<file path="src/rtl/pd_ctrl_pkg.sv">
// Shared types, default constants and saturation helpers for the attitude PD controller.
package pd_ctrl_pkg;

    typedef enum logic [2:0] {StIdle, StPtch, StRoll, StYaw, StMix} state_e;

    localparam int unsigned DQueueDepthDef = 12;
    localparam int unsigned DCoeffDef      = 9;
    localparam logic [12:0] MinRunSpeedDef = 13'h02C0;

    function automatic logic signed [9:0] sat10(input logic signed [16:0] x);
        if (x > 17'sd511) begin
            return 10'h1FF;
        end else if (x < -17'sd512) begin
            return 10'h200;
        end else begin
            return x[9:0];
        end
    endfunction

    function automatic logic signed [6:0] sat7(input logic signed [10:0] x);
        if (x > 11'sd63) begin
            return 7'h3F;
        end else if (x < -11'sd64) begin
            return 7'h40;
        end else begin
            return x[6:0];
        end
    endfunction

    // Out of 0..2047 exactly when either of the two top bits is set.
    function automatic logic [10:0] clamp11(input logic signed [12:0] x);
        if (x[12]) begin
            return 11'd0;
        end else if (x[11]) begin
            return 11'h7FF;
        end else begin
            return x[10:0];
        end
    endfunction

endpackage

</file>
<file path="src/rtl/err_hist_q.sv">
// Fixed-depth shift queue of past saturated errors; oldest entry is visible combinationally.
module err_hist_q #(
    parameter int unsigned Depth = 12
) (
    input  logic              clk_i,
    input  logic              rst_ni,
    input  logic              push_i,
    input  logic signed [9:0] din_i,
    output logic signed [9:0] oldest_o
);

    logic signed [9:0] q_q [Depth];

    always_ff @(posedge clk_i or negedge rst_ni) begin
        if (!rst_ni) begin
            for (int i = 0; i < int'(Depth); i++) begin
                q_q[i] <= '0;
            end
        end else if (push_i) begin
            q_q[0] <= din_i;
            for (int i = 1; i < int'(Depth); i++) begin
                q_q[i] <= q_q[i-1];
            end
        end
    end

    assign oldest_o = q_q[Depth-1];

endmodule

</file>
<file path="src/rtl/attitude_pd_ctrl.sv">
// Time-multiplexed per-axis PD controller mixing attitude corrections into four motor speeds.
// Define MTR_SAT_STS_EN to add the sticky per-motor saturation status (clr_sat / sat_sts).
module attitude_pd_ctrl
    import pd_ctrl_pkg::*;
#(
    parameter int unsigned D_QUEUE_DEPTH = DQueueDepthDef,
    parameter int unsigned D_COEFF       = DCoeffDef,
    parameter logic [12:0] MIN_RUN_SPEED = MinRunSpeedDef
) (
    input  logic               clk,
    input  logic               rst_n,
    input  logic               vld,
    input  logic               cal_done,
    input  logic signed [15:0] ptch,
    input  logic signed [15:0] roll,
    input  logic signed [15:0] yaw,
    input  logic signed [15:0] d_ptch,
    input  logic signed [15:0] d_roll,
    input  logic signed [15:0] d_yaw,
    input  logic        [8:0]  thrst,
`ifdef MTR_SAT_STS_EN
    input  logic               clr_sat,
    output logic        [3:0]  sat_sts,
`endif
    output logic        [10:0] frnt_spd,
    output logic        [10:0] bck_spd,
    output logic        [10:0] lft_spd,
    output logic        [10:0] rght_spd,
    output logic               mtr_vld,
    output logic               busy
);

    localparam logic [11:0] DCoef12 = 12'(D_COEFF);

    state_e             state_q, state_d;
    logic signed [15:0] meas_q [3];
    logic signed [15:0] des_q  [3];
    logic        [8:0]  thrst_q;
    logic signed [12:0] sum_q  [3];
    logic        [10:0] mix_q  [4];
    logic        [10:0] spd_q  [4];
    logic               mix_pend_q, mtr_vld_q, busy_q;

    logic               accept, axis_act;
    logic        [1:0]  ax;
    logic signed [16:0] err;
    logic signed [9:0]  err_sat, pterm;
    logic signed [12:0] prod;
    logic signed [9:0]  oldest [3];
    logic signed [10:0] diff11;
    logic signed [6:0]  diff7;
    logic signed [11:0] dterm;
    logic signed [12:0] axis_sum, base;
    logic signed [12:0] raw [4];

    // busy_q lags the FSM by one cycle, so it also blocks a strobe on the cycle after MIX.
    assign accept = (state_q == StIdle) && !busy_q && vld && cal_done;

    always_comb begin
        state_d = state_q;
        unique case (state_q)
            StIdle:  if (accept) state_d = StPtch;
            StPtch:  state_d = StRoll;
            StRoll:  state_d = StYaw;
            StYaw:   state_d = StMix;
            StMix:   state_d = StIdle;
            default: state_d = StIdle;
        endcase
    end

    always_comb begin
        ax       = 2'd0;
        axis_act = 1'b0;
        unique case (state_q)
            StPtch: begin ax = 2'd0; axis_act = 1'b1; end
            StRoll: begin ax = 2'd1; axis_act = 1'b1; end
            StYaw:  begin ax = 2'd2; axis_act = 1'b1; end
            default: ;
        endcase
    end

    always_comb begin
        err      = {meas_q[ax][15], meas_q[ax]} - {des_q[ax][15], des_q[ax]};
        err_sat  = sat10(err);
        prod     = {{3{err_sat[9]}}, err_sat} * 13'sd5;
        pterm    = 10'(prod >>> 3);
        diff11   = {err_sat[9], err_sat} - {oldest[ax][9], oldest[ax]};
        diff7    = sat7(diff11);
        dterm    = {{5{diff7[6]}}, diff7} * DCoef12;
        axis_sum = {{3{pterm[9]}}, pterm} + {dterm[11], dterm};
    end

    for (genvar g = 0; g < 3; g++) begin : g_hist
        err_hist_q #(
            .Depth(D_QUEUE_DEPTH)
        ) u_hist (
            .clk_i   (clk),
            .rst_ni  (rst_n),
            .push_i  (axis_act && (ax == 2'(g))),
            .din_i   (err_sat),
            .oldest_o(oldest[g])
        );
    end

    always_comb begin
        base   = $signed({4'b0000, thrst_q}) + $signed(MIN_RUN_SPEED);
        raw[0] = base + sum_q[0] - sum_q[2];
        raw[1] = base - sum_q[0] - sum_q[2];
        raw[2] = base + sum_q[1] + sum_q[2];
        raw[3] = base - sum_q[1] + sum_q[2];
    end

    always_ff @(posedge clk or negedge rst_n) begin
        if (!rst_n) begin
            state_q    <= StIdle;
            thrst_q    <= '0;
            mix_pend_q <= 1'b0;
            mtr_vld_q  <= 1'b0;
            busy_q     <= 1'b0;
            for (int i = 0; i < 3; i++) begin
                meas_q[i] <= '0;
                des_q[i]  <= '0;
                sum_q[i]  <= '0;
            end
            for (int i = 0; i < 4; i++) begin
                mix_q[i] <= '0;
                spd_q[i] <= '0;
            end
        end else begin
            state_q <= state_d;
            busy_q  <= (state_q != StIdle);
            if (accept) begin
                meas_q[0] <= ptch;
                meas_q[1] <= roll;
                meas_q[2] <= yaw;
                des_q[0]  <= d_ptch;
                des_q[1]  <= d_roll;
                des_q[2]  <= d_yaw;
                thrst_q   <= thrst;
            end
            if (axis_act) sum_q[ax] <= axis_sum;
            mix_pend_q <= (state_q == StMix) && cal_done;
            mtr_vld_q  <= mix_pend_q && cal_done;
            for (int i = 0; i < 4; i++) begin
                if (state_q == StMix) mix_q[i] <= clamp11(raw[i]);
                if (!cal_done) begin
                    spd_q[i] <= '0;
                end else if (mix_pend_q) begin
                    spd_q[i] <= mix_q[i];
                end
            end
        end
    end

`ifdef MTR_SAT_STS_EN
    logic [3:0] sat_q, sat_d, sat_set;

    always_comb begin
        sat_set = {raw[0][12] | raw[0][11], raw[1][12] | raw[1][11],
                   raw[2][12] | raw[2][11], raw[3][12] | raw[3][11]}
                  & {4{(state_q == StMix) && cal_done}};
        sat_d   = sat_set | (sat_q & ~{4{clr_sat}});
    end

    always_ff @(posedge clk or negedge rst_n) begin
        if (!rst_n) begin
            sat_q <= '0;
        end else begin
            sat_q <= sat_d;
        end
    end

    assign sat_sts = sat_q;
`endif

    assign frnt_spd = spd_q[0];
    assign bck_spd  = spd_q[1];
    assign lft_spd  = spd_q[2];
    assign rght_spd = spd_q[3];
    assign mtr_vld  = mtr_vld_q;
    assign busy     = busy_q;

endmodule

</file>
<file path="config.mk">
export PLATFORM = sky130hd
export DESIGN_NAME = attitude_pd_ctrl
export DESIGN_NICKNAME = d
export VERILOG_FILES = /design/src/rtl/pd_ctrl_pkg.sv /design/src/rtl/err_hist_q.sv /design/src/rtl/attitude_pd_ctrl.sv
export SDC_FILE = /design/constraint.sdc
export NUM_CORES = 1
export LEC_CHECK = 0
export ABC_AREA = 1
export ABC_CLOCK_PERIOD_IN_PS = 8800
export CAP_MARGIN = 10
export CORE_MARGIN = 5
export CORE_UTILIZATION = 29
export CTS_CLUSTER_SIZE = 25
export DETAILED_ROUTE_END_ITERATION = 10
export SETUP_SLACK_MARGIN = 0.02
export SLEW_MARGIN = 30
export SYNTH_ARGS = -nofsm -noshare
export SYNTH_HDL_FRONTEND = slang
export SYNTH_SLANG_ARGS = --single-unit
</file>
<file path="constraint.sdc">
create_clock -name clk -period 8.8 [get_ports clk]
set_clock_uncertainty 0.2 [all_clocks]
set_input_delay 1.76 -clock clk [delete_from_list [all_inputs] [get_ports clk]]
set_output_delay 1.76 -clock clk [all_outputs]
set_load 0.01 [all_outputs]
</file>
Yosys cells after proc, flatten, opt, wreduce, memory -nomap -nowiden
Index checks and enable logic that the tools add are counted.
{"block": "totals", "register_bits": 598, "wordCells": 137}
{"block": "classes", "add_sub_neg": 12, "n_mul": 2, "n_lt_le_gt_ge": 6, "n_eq_ne": 8, "n_mux": 36, "bitwise": 1, "reduce_logical": 14}
{"operator": "$mux 11", "count": 16}
{"operator": "$bmux 16 s2", "count": 2}
{"operator": "$mux 16", "count": 4}
{"operator": "$mux 10", "count": 4}
{"operator": "$bwmux 39", "count": 1}
{"operator": "$add 12x13->13", "count": 2}
{"operator": "$add 13x13->13", "count": 2}
{"operator": "$demux 13 s2", "count": 1}
{"operator": "$sub 12x13->13", "count": 2}
{"operator": "$sub 13x13->13", "count": 2}
{"operator": "$bmux 10 s2", "count": 1}
{"operator": "$gt 17x10->1 const B", "count": 1}
{"operator": "$lt 17x10->1 const B", "count": 1}
{"operator": "$sub 16x16->17", "count": 1}
{"operator": "$mux 7", "count": 2}
{"operator": "$add 10x12->13", "count": 1}
{"operator": "$mul 13x3->13 const B", "count": 1}
{"operator": "$mux 13", "count": 1}
{"operator": "$mul 7x5->12 const B", "count": 1}
{"operator": "$pmux 3 s4", "count": 1}
{"operator": "$add 9x10->11 const B", "count": 1}
{"operator": "$gt 11x7->1 const B", "count": 1}
{"operator": "$lt 11x7->1 const B", "count": 1}
{"operator": "$sub 10x10->11", "count": 1}
{"operator": "other kinds (19)", "count": 28}

Longest topological paths before layout
Gate-level depths: netlist of the first run.
{"block": "depth", "depth_word": 17, "ltp_mapped": 57}

Hierarchy
Synthesis of the first run repeated with hierarchy kept, for this count alone.
{"block": "unflattened", "cells_unflattened": 3556, "hier_area_um2": 29615.9}
{"mod": "attitude_pd_ctrl", "instances": 1, "cells_per_inst": 2005, "area_each_um2": 15911.5, "seq_area_each_um2": 5955.7}
{"mod": "err_hist_q", "instances": 3, "cells_per_inst": 517, "area_each_um2": 4568.1, "seq_area_each_um2": 3002.9}

Least setup slack after synthesis of the first run
No wires, ideal clock.
{"block": "synth_path", "path_kind": "flip-flop to flip-flop", "startpoint": "register state_q[1]", "endpoint": "register sum_q[11] in the netlist's numbering", "arrival_time_ns": 7.521, "t_required_ns": 8.464, "setup_slack_ns": 0.943, "stages_incl_launch_ff": 50, "n_path_buf": 3, "synth_period_minus_slack_ns": 7.857, "cell_sequence": "dfrtp_1 -> inv_2 -> nor2_4 -> inv_2 -> nor2_2 -> inv_2 -> clkbuf_1 -> clkbuf_1 -> o22ai_1 -> a21oi_1 -> ha_1 -> inv_1 -> fa_1 -> nand2_2 -> nand2_1 -> nand3_1 -> nand2_2 -> nand2_1 -> [... 14 more ...] -> o21bai_1 -> xnor2_1 -> inv_1 -> ha_1 -> ha_1 -> inv_1 -> fa_1 -> inv_1 -> ha_1 -> a21oi_1 -> o21ai_0 -> nand3_1 -> nand2_1 -> nand2_1 -> nand2_1 -> a21oi_1 -> xor2_1 -> o21ai_0"}
{"block": "synth_between", "elab_chain_cells": 17, "elab_cells_between_ends": 35}
{"item": "start, declared", "line_no": "attitude_pd_ctrl.sv:35", "rtl": "state_e state_q, state_d;"}
{"item": "start signal, assigned", "line_no": "attitude_pd_ctrl.sv:115", "rtl": "state_q <= StIdle;"}
{"item": "start signal, assigned", "line_no": "attitude_pd_ctrl.sv:130", "rtl": "state_q <= state_d;"}
{"item": "$eq 3x2->1", "line_no": "attitude_pd_ctrl.sv:74", "rtl": "unique case (state_q)"}
{"item": "$pmux 2 s2", "line_no": "attitude_pd_ctrl.sv:74"}
{"item": "$not 2->3 (not written as such)", "line_no": "attitude_pd_ctrl.sv:83, attitude_pd_ctrl.sv:87, attitude_pd_ctrl.sv:141"}
{"item": "$bmux 16 s2", "line_no": "attitude_pd_ctrl.sv:83", "rtl": "err = {meas_q[ax][15], meas_q[ax]} - {des_q[ax][15], des_q[ax]};"}
{"item": "$mux 16 (not written as such) (2 in a row)", "line_no": "attitude_pd_ctrl.sv:83"}
{"item": "$sub 16x16->17", "line_no": "attitude_pd_ctrl.sv:83"}
{"item": "$lt 17x10->1", "line_no": "pd_ctrl_pkg.sv:13", "rtl": "end else if (x < -17'sd512) begin"}
{"item": "$mux 10", "line_no": "pd_ctrl_pkg.sv:13"}
{"item": "$mux 10", "line_no": "pd_ctrl_pkg.sv:11", "rtl": "if (x > 17'sd511) begin"}
{"item": "$sub 10x10->11", "line_no": "attitude_pd_ctrl.sv:87", "rtl": "diff11 = {err_sat[9], err_sat} - {oldest[ax][9], oldest[ax]};"}
{"item": "$lt 11x7->1", "line_no": "pd_ctrl_pkg.sv:23", "rtl": "end else if (x < -11'sd64) begin"}
{"item": "$mux 7", "line_no": "pd_ctrl_pkg.sv:23"}
{"item": "$mux 7", "line_no": "pd_ctrl_pkg.sv:21", "rtl": "if (x > 11'sd63) begin"}
{"item": "$mul 7x5->12", "line_no": "attitude_pd_ctrl.sv:89", "rtl": "dterm = {{5{diff7[6]}}, diff7} * DCoef12;"}
{"item": "$add 10x12->13", "line_no": "attitude_pd_ctrl.sv:90", "rtl": "axis_sum = {{3{pterm[9]}}, pterm} + {dterm[11], dterm};"}
{"item": "$bwmux 39", "line_no": "attitude_pd_ctrl.sv:141", "rtl": "if (axis_act) sum_q[ax] <= axis_sum;"}
{"item": "end signal, assigned by index", "line_no": "attitude_pd_ctrl.sv:141"}
{"item": "end, declared", "line_no": "attitude_pd_ctrl.sv:39", "rtl": "logic signed [12:0] sum_q [3];"}
Several ways; a longest one is shown, not always the timed one. The select of a mux whose other input is x is not followed.
A chain may end at the register's enable or synchronous reset.

Worst setup path after layout of the first run
{"block": "layout_path", "startpoint": "register state_q[2]", "endpoint": "register sum_q[37] in the netlist's numbering"}
{"block": "layout_between", "elab_chain_cells": 17, "elab_cells_between_ends": 35}
{"item": "$eq 3x2->1", "line_no": "attitude_pd_ctrl.sv:74"}
{"item": "$pmux 2 s2 *", "line_no": "attitude_pd_ctrl.sv:74"}
{"item": "$not 2->3 (not written as such) *", "line_no": "attitude_pd_ctrl.sv:83"}
{"item": "$bmux 16 s2", "line_no": "attitude_pd_ctrl.sv:83"}
{"item": "$mux 16 (not written as such) (2 in a row)", "line_no": "attitude_pd_ctrl.sv:83"}
{"item": "$sub 16x16->17 *", "line_no": "attitude_pd_ctrl.sv:83"}
{"item": "$lt 17x10->1", "line_no": "pd_ctrl_pkg.sv:13"}
{"item": "$mux 10", "line_no": "pd_ctrl_pkg.sv:13"}
{"item": "$mux 10 *", "line_no": "pd_ctrl_pkg.sv:11"}
{"item": "named net err_sat[7]", "line_no": "attitude_pd_ctrl.sv:47", "rtl": "logic signed [9:0] err_sat, pterm;"}
{"item": "$sub 10x10->11", "line_no": "attitude_pd_ctrl.sv:87"}
{"item": "$lt 11x7->1", "line_no": "pd_ctrl_pkg.sv:23"}
{"item": "$mux 7", "line_no": "pd_ctrl_pkg.sv:23"}
{"item": "$mux 7", "line_no": "pd_ctrl_pkg.sv:21"}
{"item": "$mul 7x5->12", "line_no": "attitude_pd_ctrl.sv:89"}
{"item": "$add 10x12->13 *", "line_no": "attitude_pd_ctrl.sv:90"}
{"item": "$bwmux 39 *", "line_no": "attitude_pd_ctrl.sv:141"}
Mark *: on every way through the listed nets, which the timed path passes. The rest lies on a longest branch. The select of a mux whose other input is x is not followed.

==> impl_metrics.json, run 1 <==
{
  "status": "completed",
  "syn_nets": 3693,
  "synth.most_common_cell": "nand2_1",
  "drt_iter0_markers": 1458,
  "grt_max_degree": 174,
  "diodes": 0,
  "critPathBufInv": 6,
  "rsz0062_at_grt": "no",
  "wl_per_cell_um": 13.8,
  "cp_slowest_cell": "fa_1",
  "cts_inserted_buffers": 61,
  "crit_type": "reg2reg",
  "portBuffers": 154,
  "synth_common_cells": "nand2_1, dfrtp_1, inv_1",
  "wl_um": 67100,
  "antenna_left": 0,
  "grt_pass1_wl_um": 111000,
  "synth_ff_type": "dfrtp_1",
  "reg2reg_slack_ps": 630,
  "fin_nets": 3815,
  "r2r-end": "sum_q[37]$_DFFE_PN0P_",
  "crit_top_cell": "nand2_1",
  "core_area_mm2": 0.0997,
  "setup_slack_ps": 634,
  "yosysSeqAreaShare": 0.516,
  "die_area_mm2": 0.106,
  "cp_max_fo": 35,
  "multi_input_area_mm2": 0.0117,
  "r2r_cells": 47,
  "antenna_found_initial": 0,
  "synth_area_leaders": "dfrtp_1, nand2_1, inv_1",
  "clk_pin_slew_ps": 70,
  "yosys.area.top_type": "dfrtp_1",
  "final_max_slew_viol_count": 0,
  "fp.dieH_um": 326,
  "synth_area_mm2": 0.0290,
  "clk_path_buf_depth": 3,
  "n_fill_cell": 10331,
  "hold_class": "reg2reg",
  "syn2layout_area_growth_pct": 18.1,
  "grt_pass1_vias": 20635,
  "ys_warn_count": 0,
  "period_needed_ps": 8170,
  "gr-usage-all-layers": 0.125,
  "ys_async_sr_fraction": 1.00,
  "slowest_delay_ps": 500,
  "hpwl_um": 47000,
  "synth_top_cell_area_share": 0.516,
  "cts_sinks": 598,
  "relSlewSlack": 0.373,
  "seqCellArea_mm2": 0.0150,
  "fin_setup_tns_ps": 0,
  "root_buffer": "clkbuf_16",
  "fin_hold_ws_ps": 255,
  "synth-edff-count": 0,
  "crit_family": "simple AND/OR/NAND/NOR gates",
  "drc_errors": 0,
  "place_ws_ps": 563,
  "vias_per_cell": 4.36,
  "holdCritStartpoint": "g_hist[1].u_hist.q_q[68]$_DFFE_PN0P_",
  "worst_slew_pin_slew_ps": 940,
  "htree_levels": 2,
  "max-cap-violations": 0,
  "finalSetupViolations": 0,
  "max_freq_mhz": 122,
  "rows": 116,
  "crit_path_start_kind": "flop",
  "gr-total-overflow": 0,
  "final_layout_size_suffix_gt1_frac": 0.0621,
  "via_count": 21236,
  "netlist-cell-type-count": 41,
  "cts_tree": "done",
  "cts.hold.buffers_added": 0,
  "hold_depth": 2,
  "ioPinCount": 155,
  "gp_congestion": 0.836,
  "holdPathEnd": "g_hist[1].u_hist.q_q[58]$_DFFE_PN0P_",
  "final_hold_viol_count": 0,
  "fin_crit_sh": 0.928,
  "syn_area_per_cell_um2": 8.53,
  "fp.dieW_um": 326,
  "crit_path_end_kind": "flop",
  "worstReg2RegStart": "state_q[2]$_DFFE_PN0P_",
  "synth-seq-cells": 598,
  "first_pass_iters": 5,
  "initial_core_util": 0.291,
  "syn_inst": 3402,
  "critical_path_arrival_ps": 8440,
  "cp.required_ps": 9070,
  "clk_latency_ps": 640
}
## cell families (layout without fill, tap and decap cells)
| kind of cell | after synthesis | in the layout | synth area share |
|---|---|---|---|
| AOI/OAI and AO/OA | 572 | 572 | 0.109 |
| buffers and inverters | 650 | 823 | 0.0842 |
| adders and majority gates | 182 | 182 | 0.0927 |
| and+or+nand+nor | 1356 | 1357 | 0.185 |
| DFF | 598 | 598 | 0.516 |
| xor gates and xnor gates | 44 | 44 | 0.0133 |
## routing by layer
layer | track usage | vias to the layer above | share of wire
li1 | - | 10855 | -
met1 | 0.175 | 9925 | 0.48
met2 | 0.203 | 350 | 0.46
met3 | 0.0202 | 106 | 0.041
met4 | 0.0316 | 0 | 0.025
met5 | 0 | - | 0
## final cells by class
class / instances / share of cell area
tap: 1298 / 0.0474
inverter: 513 / 0.0566
sequential: 598 / 0.437
clock inverter: 32 / 0.00965
timing repair buffer: 195 / 0.0582
clock buffer: 83 / 0.0508
multi-input combinational: 2155 / 0.340
## per-stage QoR
step                instances  area [um2]   util
global placement         4745       31900  0.320
detailed placement       4747       32000  0.321
global route             4874       34200  0.343
finish                   4874       34200  0.343
floorplan                3402       29000      -
CTS                      4862       34100  0.342
## timing repair
action                     in CTS  in global routing
resized for setup               0                 10
setup buffers                   0                  8
setup endpoints to repair       0                 17
## sequential cells by signal, indices dropped and copies added, names as in the netlist, 3 cells and up
signal / flops
bck_spd: 11
des_q: 48
frnt_spd: 11
g_hist.u_hist.oldest_o: 30
g_hist.u_hist.q_q: 330
lft_spd: 11
meas_q: 48
mix_q: 44
rght_spd: 11
state_q: 3
sum_q: 39
thrst_q: 9
## worst reg2reg max path, delay by kind of cell, from the launching register on
| kind | cells | cell delay [ps] |
|---|---|---|
| AO/OA/AOI/OAI | 8 | 1270 |
| adder cells (fa/ha/maj) | 7 | 2430 |
| flip-flops | 1 | 440 |
| buffers and inverters | 6 | 710 |
| AND/OR/NAND/NOR | 25 | 2740 |
| XOR/XNOR | 1 | 220 |
## worst max path at each step
stage | end | slack [ps] | depth (start not counted) | start
after floorplan | sum_q[11]$_DFFE_PN0P_ | 940 | 49 | state_q[1]$_DFFE_PN0P_
after detailed placement | sum_q[37]$_DFFE_PN0P_ | 560 | 47 | state_q[2]$_DFFE_PN0P_
after global routing | sum_q[11]$_DFFE_PN0P_ | 50 | 45 | state_q[2]$_DFFE_PN0P_
after global placement | sum_q[37]$_DFFE_PN0P_ | 680 | 47 | state_q[2]$_DFFE_PN0P_
final | sum_q[37]$_DFFE_PN0P_ | 630 | 47 | state_q[2]$_DFFE_PN0P_
after CTS | sum_q[24]$_DFFE_PN0P_ | 510 | 47 | state_q[2]$_DFFE_PN0P_
## cells in the final DEF (no fill, tap or decap), drive strengths merged, types with 21 or more instances in the layout
cell           Yosys  final
xor2              23     23
clkbuf           131     83
nand2           1208   1209
ha               127    127
o221ai            29     29
fa                55     55
a21oi             96     96
nand3             39     39
o22ai             76     76
inv              513    514
nor2              64     64
buf                6     42
dfrtp            598    598
o21ai            348    348
clkdlybuf4s50      0    153
xnor2             21     21
Power of run 1 is left out: the tool's default activity adds up to more than one toggle a clock period on the data nets, which glitch-free logic cannot reach.
==> run 2, diff against run 1 <==
Settings changed: CORE_MARGIN 5 to 10.
==> impl_metrics.json, run 2 (synthesized netlist as in run 1, its figures left out) <==
{
  "status": "completed",
  "clk_path_buf_depth": 3,
  "antenna_left": 0,
  "final_cells": 4843,
  "n_fill_cell": 10135,
  "cts_inserted_buffers": 59,
  "cts_sinks": 598,
  "portBuffers": 154,
  "crit_type": "reg2reg",
  "hold_class": "reg2reg",
  "grt_pass1_wl_um": 112000,
  "crit_top_cell": "nand2_1",
  "diodes": 0,
  "finalSetupViolations": 0,
  "largest_reg_flops": 330,
  "ioPinCount": 155,
  "cts_tree": "done",
  "initial_core_util": 0.293,
  "relSlewSlack": 0.365,
  "fp.dieH_um": 336,
  "drt_iter0_markers": 1359,
  "crit_path_end_kind": "flop",
  "antenna_found_initial": 0,
  "first_pass_iters": 5,
  "gr-total-overflow": 0,
  "crit_path_start_kind": "flop",
  "fin_crit_sh": 0.930,
  "grt_max_degree": 184,
  "vias_per_cell": 4.39,
  "drc_errors": 0,
  "layout_common_cells": "nand2_1, dfrtp_1, inv_1",
  "largest_register": "g_hist.u_hist.q_q",
  "cp_slowest_cell": "fa_1",
  "critPathBufInv": 8,
  "place_ws_ps": 225,
  "rsz0062_at_grt": "no",
  "fp.dieW_um": 336,
  "fin_hold_ws_ps": 254,
  "via_count": 21246,
  "place_inst": 4733,
  "hpwl_um": 47900,
  "wl_um": 68400,
  "core_area_mm2": 0.0989,
  "syn2layout_area_growth_pct": 17.2,
  "htree_levels": 2,
  "crit_family": "adder cells",
  "max-cap-violations": 0,
  "die_area_mm2": 0.113,
  "cp_max_fo": 9,
  "worst_slew_pin_slew_ps": 953,
  "final_layout_size_suffix_gt1_frac": 0.0571,
  "cts.hold.buffers_added": 0,
  "critical_path_arrival_ps": 8450,
  "root_buffer": "clkbuf_16",
  "reg.largest.list": "g_hist.u_hist.q_q: 330 flops, des_q: 48 flops, meas_q: 48 flops",
  "period_needed_ps": 8180,
  "grt_pass1_vias": 21021,
  "fin_nets": 3808,
  "clk_pin_slew_ps": 70,
  "final_max_slew_viol_count": 0,
  "final_hold_viol_count": 0,
  "rows": 115,
  "gp_congestion": 0.892,
  "cp.required_ps": 9060,
  "slowest_delay_ps": 530,
  "final_common_cell": "nand2_1",
  "gr-usage-all-layers": 0.120,
  "fin_setup_tns_ps": 0,
  "max_freq_mhz": 122,
  "setup_slack_ps": 620,
  "wl_per_cell_um": 14.1,
  "clk_latency_ps": 630
}
==> run 2: changes by cell type in the layout (fill, tap and decap cells not counted), sizes merged <==
cell,delta
buf,-5
clkinvlp,-3
bufinv,-2
nand2,-1
nor2,+1
clkinv,-7
clkbuf,-3
==> run 2: final timing paths <==
check                                                      from                                        to  slack [ps]  cells after the start
setup reg to reg                         state_q[1]$_DFFE_PN0P_                     sum_q[37]$_DFFE_PN0P_         620                     46
hold reg to reg            g_hist[2].u_hist.q_q[14]$_DFFE_PN0P_  g_hist[2].u_hist.oldest_o[4]$_DFFE_PN0P_         250                      2
max in group asynchronous                                 rst_n      g_hist[2].u_hist.q_q[89]$_DFFE_PN0P_        5900                      3
hold / removal             g_hist[2].u_hist.q_q[14]$_DFFE_PN0P_  g_hist[2].u_hist.oldest_o[4]$_DFFE_PN0P_         250                      2
min in group asynchronous                                 rst_n                   rght_spd[7]$_DFFE_PN0P_         960                      1
setup / recovery                         state_q[1]$_DFFE_PN0P_                     sum_q[37]$_DFFE_PN0P_         620                     46
==> run 2: what timing repair did <==
item | CTS | global route
setup buffers | 0 | 7
gates resized for setup | 0 | 21
endpoints found under the setup margin | 0 | 20
==> run 2: final cells by class <==
cell class | instances | area, um2 | area share
sequential | 598 | 15000 | 0.440
clock inverter | 20 | 211 | 0.00622
tap | 1287 | 1610 | 0.0474
multi-input combinational | 2155 | 11700 | 0.344
timing repair buffer | 190 | 1930 | 0.0568
clock buffer | 80 | 1660 | 0.0487
inverter | 513 | 1940 | 0.0571
==> run 2: worst min-delay path, cell delays in order, from the launching register on <==
cell	delay (ps)
dfrtp_1	340
nand2_1	50
o21ai_0	60
==> run 2: per-layer routing <==
metal / wire length, um / global-route usage / share of wire / vias to the layer above
met5: 0 / 0 / 0 / -
met1: 32500 / 0.163 / 0.48 / 9974
met3: 2800 / 0.0196 / 0.041 / 120
met4: 1850 / 0.0356 / 0.027 / 0
li1: - / - / - / 10800
met2: 31200 / 0.194 / 0.46 / 352
==> run 2: through the flow <==
step / instance area, um2 / utilization
3_5_place_dp: 31900 / 0.323
5_1_grt: 34000 / 0.344
4_1_cts: 33800 / 0.342
3_3_place_gp: 31900 / 0.323
6_report: 34000 / 0.344
2_1_floorplan: 29000 / -
Power of run 2 is left out for the same reason.
==> run 3, diff against run 2 <==
Settings changed: ABC_CLOCK_PERIOD_IN_PS 8800 to default.
==> results of run 3 <==
Same layout as run 2: the final DEF is identical, and so are final timing and power.
Power of run 3 is left out for the same reason.
